File: src/rtl/envelope_sequencer_if.sv
// Channel-side bus of the envelope sequencer: enable, per-channel period/trigger
// in, frame phase, tick pulses and per-channel envelope step strobes out.
interface envelope_sequencer_if #(
    parameter int NUM_CH = 4
);
    logic                  enable;
    logic [3*NUM_CH-1:0]   period;
    logic [NUM_CH-1:0]     trigger;
    logic [2:0]            frame_step;
    logic                  len_tick;
    logic                  sweep_tick;
    logic                  env_tick;
    logic [NUM_CH-1:0]     env_step;

    modport master (
        output enable, period, trigger,
        input  frame_step, len_tick, sweep_tick, env_tick, env_step
    );

    modport slave (
        input  enable, period, trigger,
        output frame_step, len_tick, sweep_tick, env_tick, env_step
    );
endinterface

File: src/rtl/envelope_sequencer.sv
// Frame sequencer (512 Hz, 8 phases) with length/sweep/envelope ticks and one
// envelope period counter per channel. Define SEQ_DIV_RESYNC_EN to add div_reset.
module envelope_sequencer #(
    parameter int CLK_DIV = 8192,
    parameter int NUM_CH  = 4
) (
    input  logic                clk,
    input  logic                rst_n,
    envelope_sequencer_if.slave bus
`ifdef SEQ_DIV_RESYNC_EN
    ,
    input  logic                div_reset
`endif
);

    localparam int DIV_W = $clog2(CLK_DIV);

    logic [DIV_W-1:0]         div_q;
    logic [2:0]               step_q;
    logic [2:0]               step_nxt;
    logic                     div_last;
    logic                     div_clr;
    logic                     frame_edge;
    logic                     env_frame;

    logic                     len_tick_q;
    logic                     sweep_tick_q;
    logic                     env_tick_q;

    logic [NUM_CH-1:0][2:0]   per;
    logic [NUM_CH-1:0][2:0]   cnt_q;
    logic [NUM_CH-1:0][2:0]   cnt_d;
    logic [NUM_CH-1:0]        env_step_q;
    logic [NUM_CH-1:0]        env_step_d;

`ifdef SEQ_DIV_RESYNC_EN
    assign div_clr = div_reset;
`else
    assign div_clr = 1'b0;
`endif

    assign div_last   = (div_q == DIV_W'(CLK_DIV - 1));
    assign step_nxt   = step_q + 3'd1;
    assign frame_edge = bus.enable && div_last && !div_clr;
    assign env_frame  = frame_edge && (step_nxt == 3'd7);
    assign per        = bus.period;

    // Divider and phase counter; a DIV write clears the divider even while disabled.
    always_ff @(posedge clk or negedge rst_n) begin
        if (!rst_n) begin
            div_q  <= '0;
            step_q <= 3'd7;
        end else if (div_clr) begin
            div_q  <= '0;
        end else if (bus.enable) begin
            // NOTE: state registers use non-blocking assignments so every flop samples pre-edge values.
            if (div_last) begin
                div_q  <= '0;
                step_q <= step_nxt;
            end else begin
                div_q  <= div_q + DIV_W'(1);
            end
        end
    end

    // frame_edge already folds in enable and div_clr, so a disabled cycle clears all ticks.
    always_ff @(posedge clk or negedge rst_n) begin
        if (!rst_n) begin
            len_tick_q   <= 1'b0;
            sweep_tick_q <= 1'b0;
            env_tick_q   <= 1'b0;
        end else begin
            len_tick_q   <= frame_edge && !step_nxt[0];
            sweep_tick_q <= frame_edge && (step_nxt[1:0] == 2'b10);
            env_tick_q   <= env_frame;
        end
    end

    always_comb begin
        for (int i = 0; i < NUM_CH; i++) begin
            // NOTE: every output of this block gets a default first, so no path can infer a latch.
            cnt_d[i]      = cnt_q[i];
            env_step_d[i] = 1'b0;
            if (bus.trigger[i]) begin
                cnt_d[i] = per[i];
            end else if (env_frame && (per[i] != 3'd0)) begin
                if (cnt_q[i] == 3'd1) begin
                    env_step_d[i] = 1'b1;
                    cnt_d[i]      = per[i];
                end else if (cnt_q[i] == 3'd0) begin
                    cnt_d[i] = per[i];
                end else begin
                    cnt_d[i] = cnt_q[i] - 3'd1;
                end
            end
        end
    end

    always_ff @(posedge clk or negedge rst_n) begin
        if (!rst_n) begin
            // NOTE: the counter array is reset because a stale count would shift the first step after reset.
            cnt_q      <= '0;
            env_step_q <= '0;
        end else begin
            cnt_q      <= cnt_d;
            env_step_q <= env_step_d;
        end
    end

    assign bus.frame_step = step_q;
    assign bus.len_tick   = len_tick_q;
    assign bus.sweep_tick = sweep_tick_q;
    assign bus.env_tick   = env_tick_q;
    assign bus.env_step   = env_step_q;

endmodule

File: src/flat_wrapper.sv
// flat-port wrapper written by rule: the top's interface ports become plain ports
module envelope_sequencer_flat 
#(
    parameter int CLK_DIV = 8192,
    parameter int NUM_CH  = 4
)
  (clk, rst_n, bus_enable, bus_period, bus_trigger, bus_frame_step, bus_len_tick, bus_sweep_tick, bus_env_tick, bus_env_step);
  envelope_sequencer_if #(.NUM_CH(NUM_CH)) bus_i ();
  input  logic clk;
  input  logic rst_n;
  input wire logic [$bits(bus_i.enable)-1:0] bus_enable;
  input wire logic [$bits(bus_i.period)-1:0] bus_period;
  input wire logic [$bits(bus_i.trigger)-1:0] bus_trigger;
  output wire logic [$bits(bus_i.frame_step)-1:0] bus_frame_step;
  output wire logic [$bits(bus_i.len_tick)-1:0] bus_len_tick;
  output wire logic [$bits(bus_i.sweep_tick)-1:0] bus_sweep_tick;
  output wire logic [$bits(bus_i.env_tick)-1:0] bus_env_tick;
  output wire logic [$bits(bus_i.env_step)-1:0] bus_env_step;
  assign bus_i.enable = bus_enable;
  assign bus_i.period = bus_period;
  assign bus_i.trigger = bus_trigger;
  assign bus_frame_step = bus_i.frame_step;
  assign bus_len_tick = bus_i.len_tick;
  assign bus_sweep_tick = bus_i.sweep_tick;
  assign bus_env_tick = bus_i.env_tick;
  assign bus_env_step = bus_i.env_step;
  envelope_sequencer #(.CLK_DIV(CLK_DIV), .NUM_CH(NUM_CH)) u_core (.clk(clk), .rst_n(rst_n), .bus(bus_i));
endmodule
File: config.mk
export PLATFORM = sky130hd
export DESIGN_NAME = envelope_sequencer_flat
export DESIGN_NICKNAME = d
export VERILOG_FILES = /design/src/rtl/envelope_sequencer_if.sv /design/src/rtl/envelope_sequencer.sv /design/src/flat_wrapper.sv
export SDC_FILE = /design/constraint.sdc
export NUM_CORES = 1
export LEC_CHECK = 0
export CAP_MARGIN = 5
export CORE_ASPECT_RATIO = 1.75
export CORE_UTILIZATION = 45
export DETAILED_ROUTE_END_ITERATION = 10
export GPL_ROUTABILITY_DRIVEN = 0
export PLACE_DENSITY = 0.71
export SYNTH_ARGS = -nofsm -noshare
export SYNTH_HDL_FRONTEND = slang
export SYNTH_SLANG_ARGS = --single-unit
File: constraint.sdc
create_clock -name clk -period 1.99 [get_ports clk]
set_input_delay 0.597 -clock clk [delete_from_list [all_inputs] [get_ports clk]]
set_output_delay 0.597 -clock clk [all_outputs]
set_load 0.02 [all_outputs]
==> summary.md, run 1 <==
| Metric | Value |
|---|---|
| CP startpoint | u_core.bus.frame_step[0]$_DFFE_PN1P_ |
| Hold Startpoint | u_core.div_q[12]$_DFFE_PN0P_ |
| Rows | 31 |
| Hpwl dp | 3080 µm |
| Max Freq | 526 MHz |
| DR vias | 1657 |
| Storage element area | 880 µm² |
| Syn avg cell area | 9.88 µm² |
| ANT cells | 0 |
| Synthesized flop and latch total | 35 |
| GRT busiest layer | met2 |
| Final setup viols | 0 |
| Crit Path Class | register to output port |
| Top cells by area, synth | dfrtp_1 41%, ha_1 10%, xnor2_1 4.5%, nor2_1 4.4%, dfstp_2 4.0% |
| M3 GR Usage | 4.59% |
| TritonCTS clock tree | done |
| Multi-input logic area | 1010 µm² |
| Startpoint Class | register |
| Full die area | 4630 µm² |
| Via count of the first global-routing pass | 1611 |
| Final Cell Area | 2670 µm² |
| Initial antenna violation count | 0 |
| Drt total wl | 3910 µm |
| Worst r2r src | u_core.bus.frame_step[0]$_DFFE_PN1P_ |
| Avg WL per Cell | 12.5 µm |
| Clock transition at path regs | 0.07 ns |
| Clock Skew | 0.00331 ns |
| Post-synth EDFFs | 0 |
| Worst-Skew Late Latency | 0.28 ns |
| CP Capture Type | output port |
| Final net count | 298 |
| Power per cell area | 734 nW/µm² |
| Peak VDD IR | 524 µV |
| Yosys cell types | 39 |
| Ys async rst share | 100% |
| Gr usage total | 19.6% |
| Slew headroom | 70.5% |
| FILL cells | 367 |
| Tmin final | 1.90 ns |
| Synth top area share | 40.9% |
| Area grow syn2layout | 36.3% |
| First-iteration detailed-routing DRC count | 21 |
| DIE WIDTH | 51.9 µm |
| Placed cell area | 2550 µm² |
| Vias per inst | 5.29 |
| RSZ-0062 raised after global routing | false |
| Worst slew pin tran | 0.436 ns |
| First-pass GRT wire length | 6680 µm |
| Post-Syn Nets | 233 |
| Global Route met1 Usage | 20.4% |
| Leak | 0.00130 µW |
| Post-synth top cells | 32 x dfrtp_1, 23 x nor2_1, 20 x inv_1 |
| Yosys top cell by area | dfrtp_1 |
| Post-synthesis cell count | 198 |
| Most used DFF post-synth | dfrtp_1 |
| Worst-path maximum fanout | 4 |
| Tcrit/Tclk final | 95.5% |
| I/O pin count | 29 |
| Largest net degree at the start of global routing | 36 |
| CTS HTree Levels | 2 |
| Buffers on Ports | 28 |
| WP data arrival | 1.30 ns |
| Grt total ovfl | 0 |
| CTS root buf | clkbuf_8 |
| Seq/Total Area, Yosys | 44.9% |
| Core Region | 4150 µm² |
| Final hold slack | 0.480 ns |
| Die span in y | 89.2 µm |
| Required time of the worst setup path | 1.39 ns |
| Starting Density | 47.2% |
| DRT Pass-1 Iters | 4 |
| Max-slew violation count | 0 |
| Final hold vios | 0 |
| Yosys warns | 0 |
| Post-route ant nets | 0 |
| CTS buffer count | 5 |
| Most common cell in the synthesized netlist | dfrtp_1 |
| Share of cells above drive strength 1 | 19.3% |
| Clock Tree Buf Depth | 2 |
| Post-Syn Area | 1960 µm² |
| TritonCTS Sinks | 35 |
| Met2 global-route usage | 35.7% |
| Hold crit path type | register to register |
| MaxCap Viol Count | 0 |
| Outcome | finished, final reports clean |
| Post-route DRC | 0 |
worst max-delay path, cell delays in order, from the launching register on:
cell	delay (ns)
dfstp_2	0.58
buf_4	0.12
dlygate4sd2_1	0.32
through the flow:
stage	TNS, ns	total power, µW	std cells	util [%]	worst slack, ns
global route	0	2100	313	64.3	0.0237
detailed placement	-3.11	1450	305	61.4	-0.201
floorplan	0	1250	198	-	0.00852
finish	0	1960	313	64.3	0.0898
global placement	-3.06	1430	305	61.4	-0.194
CTS	0	1980	313	63.6	0.0566
where the power goes:
group | internal, µW | total [µW] | switching [µW]
sequential | 824 | 925 | 101
combinational | 246 | 508 | 262
clock | 279 | 526 | 247
timing repair:
item | in CTS | in global routing
pin swaps | 0 | 3
endpoints found under the setup margin | 6 | 12
gates resized for setup | 4 | 5
hold buffers | 0 | 0
hold endpoints to repair | 0 | 0
buffers inserted | 0 | 0
cells in the final DEF, fill, tap and decap left out, drive strengths merged, types with 2 or more instances in the layout:
| cell type | count |
|---|---|
| a311oi | 3 |
| o21bai | 4 |
| clkbuf | 7 |
| nor4 | 4 |
| and3 | 3 |
| nand2 | 13 |
| clkdlybuf4s50 | 25 |
| mux2i | 2 |
| ha | 16 |
| o21ai | 5 |
| xor2 | 3 |
| and2 | 2 |
| a21oi | 11 |
| buf | 32 |
| xnor2 | 10 |
| a21o | 3 |
| dfstp | 3 |
| a211o | 6 |
| a211oi | 3 |
| or3 | 4 |
| dfrtp | 32 |
| nand4 | 5 |
| nand3 | 7 |
| a31oi | 4 |
| nor2 | 24 |
| inv | 21 |
| dlygate4sd2 | 3 |
flip-flops by register name (all words and copies together) (netlist names):
signal and count:
u_core.bus.sweep_tick 1, u_core.bus.env_tick 1, u_core.bus.len_tick 1, u_core.cnt_q 12, u_core.bus.frame_step 3, u_core.bus.env_step 4, u_core.div_q 13
final timing paths:
kind,endpoint,slack [ns],cells after the start
setup reg to reg,u_core.cnt_q[5]$_DFFE_PN0P_,0.13,8
hold / removal,u_core.div_q[12]$_DFFE_PN0P_,0.48,1
hold reg to reg,u_core.div_q[12]$_DFFE_PN0P_,0.48,1
min in group asynchronous,u_core.div_q[0]$_DFFE_PN0P_,0.68,2
setup / recovery,bus_frame_step[0],0.09,2
max in group asynchronous,u_core.bus.frame_step[1]$_DFFE_PN1P_,1.06,2
layout make-up:
cell class / count / share of cell area (%)
Clock buffer: 7 / 3.24
Inverter: 21 / 3.24
Tap cell: 49 / 2.30
Timing Repair Buffer: 60 / 20.3
Multi-Input combinational cell: 140 / 37.8
Clock inverter: 1 / 0.188
Sequential cell: 35 / 33.0
cells by family (layout without fill, tap and decap cells):
logic type,count (synthesis),in the layout,synth area share [%]
AND/OR/NAND/NOR,65,65,17.5
AO/OA/AOI/OAI,44,44,15.6
flip-flops,35,35,44.9
buffers and inverters,23,89,4.92
adder cells (fa/ha/maj),16,16,10.2
XOR/XNOR,13,13,5.82
multiplexers,2,2,1.02
layer usage:
metal  vias to the layer above  wire length, µm
met3                         9              110
met5                         -                0
met4                         0               98
li1                        828                -
met1                       792             1510
met2                        28             2190
(Power assumes the default switching activity.)
==> run 2, diff against run 1 <==
CORE_UTILIZATION = 30   (was 45)
PLACE_DENSITY = default   (was 0.71)
==> run 2 against run 1 <==
Maximum frequency decreased by 0.94%. Non-clock buffer count is 2 lower. Clock-buffer cell count shrank 2. Critical path depth did not move. Sequential power grew 0.6%. Cell count is 9.3% higher. Utilization shrank 20 points.
==> summary.md, run 2 (synthesized netlist as in run 1, its figures left out) <==
| Metric | Value |
|---|---|
| TritonCTS Sinks | 35 |
| TritonCTS clock tree | done |
| Drt total wl | 4240 µm |
| Buffers on Ports | 28 |
| CTS root buf | clkbuf_8 |
| WP data arrival | 1.32 ns |
| Initial antenna violation count | 0 |
| Final setup viols | 0 |
| Largest net degree at the start of global routing | 36 |
| Final hold slack | 0.483 ns |
| Max Freq | 521 MHz |
| Top reg by flops | u_core.div_q |
| Power per cell area | 722 nW/µm² |
| Clock transition at path regs | 0.08 ns |
| Leak | 0.00127 µW |
| Worst slew pin tran | 0.595 ns |
| Grt total ovfl | 0 |
| DRT Pass-1 Iters | 4 |
| Worst-Skew Late Latency | 0.30 ns |
| Switch share | 34.0% |
| Slew headroom | 60.2% |
| Area grow syn2layout | 40.2% |
| Hpwl dp | 3190 µm |
| Rows | 38 |
| CTS Hold Bufs | 0 |
| Most frequent cells in the layout | 32 x dfrtp_1, 27 x buf_4, 24 x clkdlybuf4s50_1 |
| Storage element area | 880 µm² |
| Share of cells above drive strength 1 | 20.6% |
| DIE WIDTH | 63.1 µm |
| DR vias | 1657 |
| Net Switching | 674 µW |
| ANT cells | 0 |
| MaxCap Viol Count | 0 |
| Via count of the first global-routing pass | 1657 |
| I/O pin count | 29 |
| Final Cell Area | 2740 µm² |
| Combinational share of power | 25.8% |
| Hold crit path type | register to register |
| Required time of the worst setup path | 1.39 ns |
| Max reg flops | 13 |
| Hold Crit Depth | 1 |
| Post-route DRC | 0 |
| Worst-path maximum fanout | 4 |
| CTS HTree Levels | 2 |
| Tcrit/Tclk final | 96.4% |
| Multi-input logic area | 1060 µm² |
| Gr usage total | 13.0% |
| RSZ-0062 raised after global routing | true |
| Max-slew violation count | 0 |
| CP Capture Type | output port |
| Final Util | 44.0% |
| First-pass GRT wire length | 7000 µm |
| Starting Density | 31.4% |
| Final hold vios | 0 |
| Clock Skew | 0.0123 ns |
| Die span in y | 109 µm |
| Peak VDD IR | 400 µV |
| Clock Tree Buf Depth | 2 |
| First-iteration detailed-routing DRC count | 25 |
| Final net count | 296 |
| Vias per inst | 4.85 |
| Full die area | 6860 µm² |
| Outcome | finished, final reports clean |
| Clock power share | 27.2% |
| Tmin final | 1.92 ns |
| Reg2Reg Depth | 9 |
| Most common cell after layout, fill and taps aside | dfrtp_1 |
| Power consumption | 1980 µW |
| Post-route ant nets | 0 |
| Core Region | 6230 µm² |
| Crit Path Class | register to output port |
| Placed cell area | 2550 µm² |
| Startpoint Class | register |
| Avg WL per Cell | 12.4 µm |
| Seq pwr share | 47.0% |
| FILL cells | 607 |
| CTS buffer count | 5 |
| Int Pwr | 1310 µW |
-- run 2: cell count changes in the layout (fill, tap and decap cells not counted), sizes merged --
| cell | before | now |
|---|---|---|
| buf | 32 | 30 |
| clkbuf | 7 | 5 |
| clkdlybuf4s50 | 25 | 24 |
| clkinvlp | 0 | 2 |
| dlymetal6s2s | 0 | 1 |
-- run 2: cell type report --
type	count	area share (%)
inverters	21	3.15
clock buffers	5	2.51
well taps	80	3.65
repair buffers	58	19.1
flip-flops and latches	35	32.1
multi-input cells	140	38.8
clock inverters	3	0.730
-- run 2: critical path, cell delays in order, from the launching register on --
cell and delay, ns:
dfstp_2 0.57, buf_4 0.13, dlygate4sd2_1 0.32
-- run 2: repair_timing --
item / in CTS / in global routing
buffers inserted: 1 / 0
setup endpoints to repair: 12 / 12
gates resized for setup: 4 / 16
pin swaps: 1 / 7
-- run 2: power by group through the flow --
stage / Combinational [µW] / Sequential, µW / Clock, µW
2_1_floorplan: 337 / 914 / 0
3_3_place_gp: 490 / 939 / 0
3_5_place_dp: 504 / 943 / 0
4_1_cts: 505 / 930 / 543
5_1_grt: 584 / 951 / 564
6_report: 511 / 931 / 538
-- run 2: path summary, 6_finish.rpt --
| kind | start | endpoint | slack (ns) |
|---|---|---|---|
| setup reg to reg | u_core.bus.frame_step[0]$_DFFE_PN1P_ | u_core.cnt_q[5]$_DFFE_PN0P_ | 0.08 |
| min in group asynchronous | rst_n | u_core.cnt_q[6]$_DFFE_PN0P_ | 0.65 |
| setup / recovery | u_core.bus.frame_step[1]$_DFFE_PN1P_ | bus_frame_step[1] | 0.07 |
| hold reg to reg | u_core.div_q[12]$_DFFE_PN0P_ | u_core.div_q[12]$_DFFE_PN0P_ | 0.48 |
| hold / removal | u_core.div_q[12]$_DFFE_PN0P_ | u_core.div_q[12]$_DFFE_PN0P_ | 0.48 |
| max in group asynchronous | rst_n | u_core.bus.frame_step[0]$_DFFE_PN1P_ | 1.09 |
-- run 2: per-layer routing --
layer | GRT usage (%) | up-vias | share of wire (%)
li1 | - | 822 | -
met5 | 0 | - | 0
met1 | 12.2 | 801 | 39
met3 | 2.09 | 8 | 2.5
met2 | 26.1 | 26 | 56
met4 | 7.14 | 0 | 2.2
-- run 2: through the flow --
| stage | cells | setup TNS [ns] | worst slack [ns] |
|---|---|---|---|
| after floorplan | 198 | 0 | 0.00852 |
| after global placement | 333 | -3.93 | -0.278 |
| after detailed placement | 333 | -3.94 | -0.293 |
| after CTS | 342 | -0.00866 | -0.00866 |
| after global routing | 342 | -0.00128 | -0.00128 |
| final | 342 | 0 | 0.0719 |
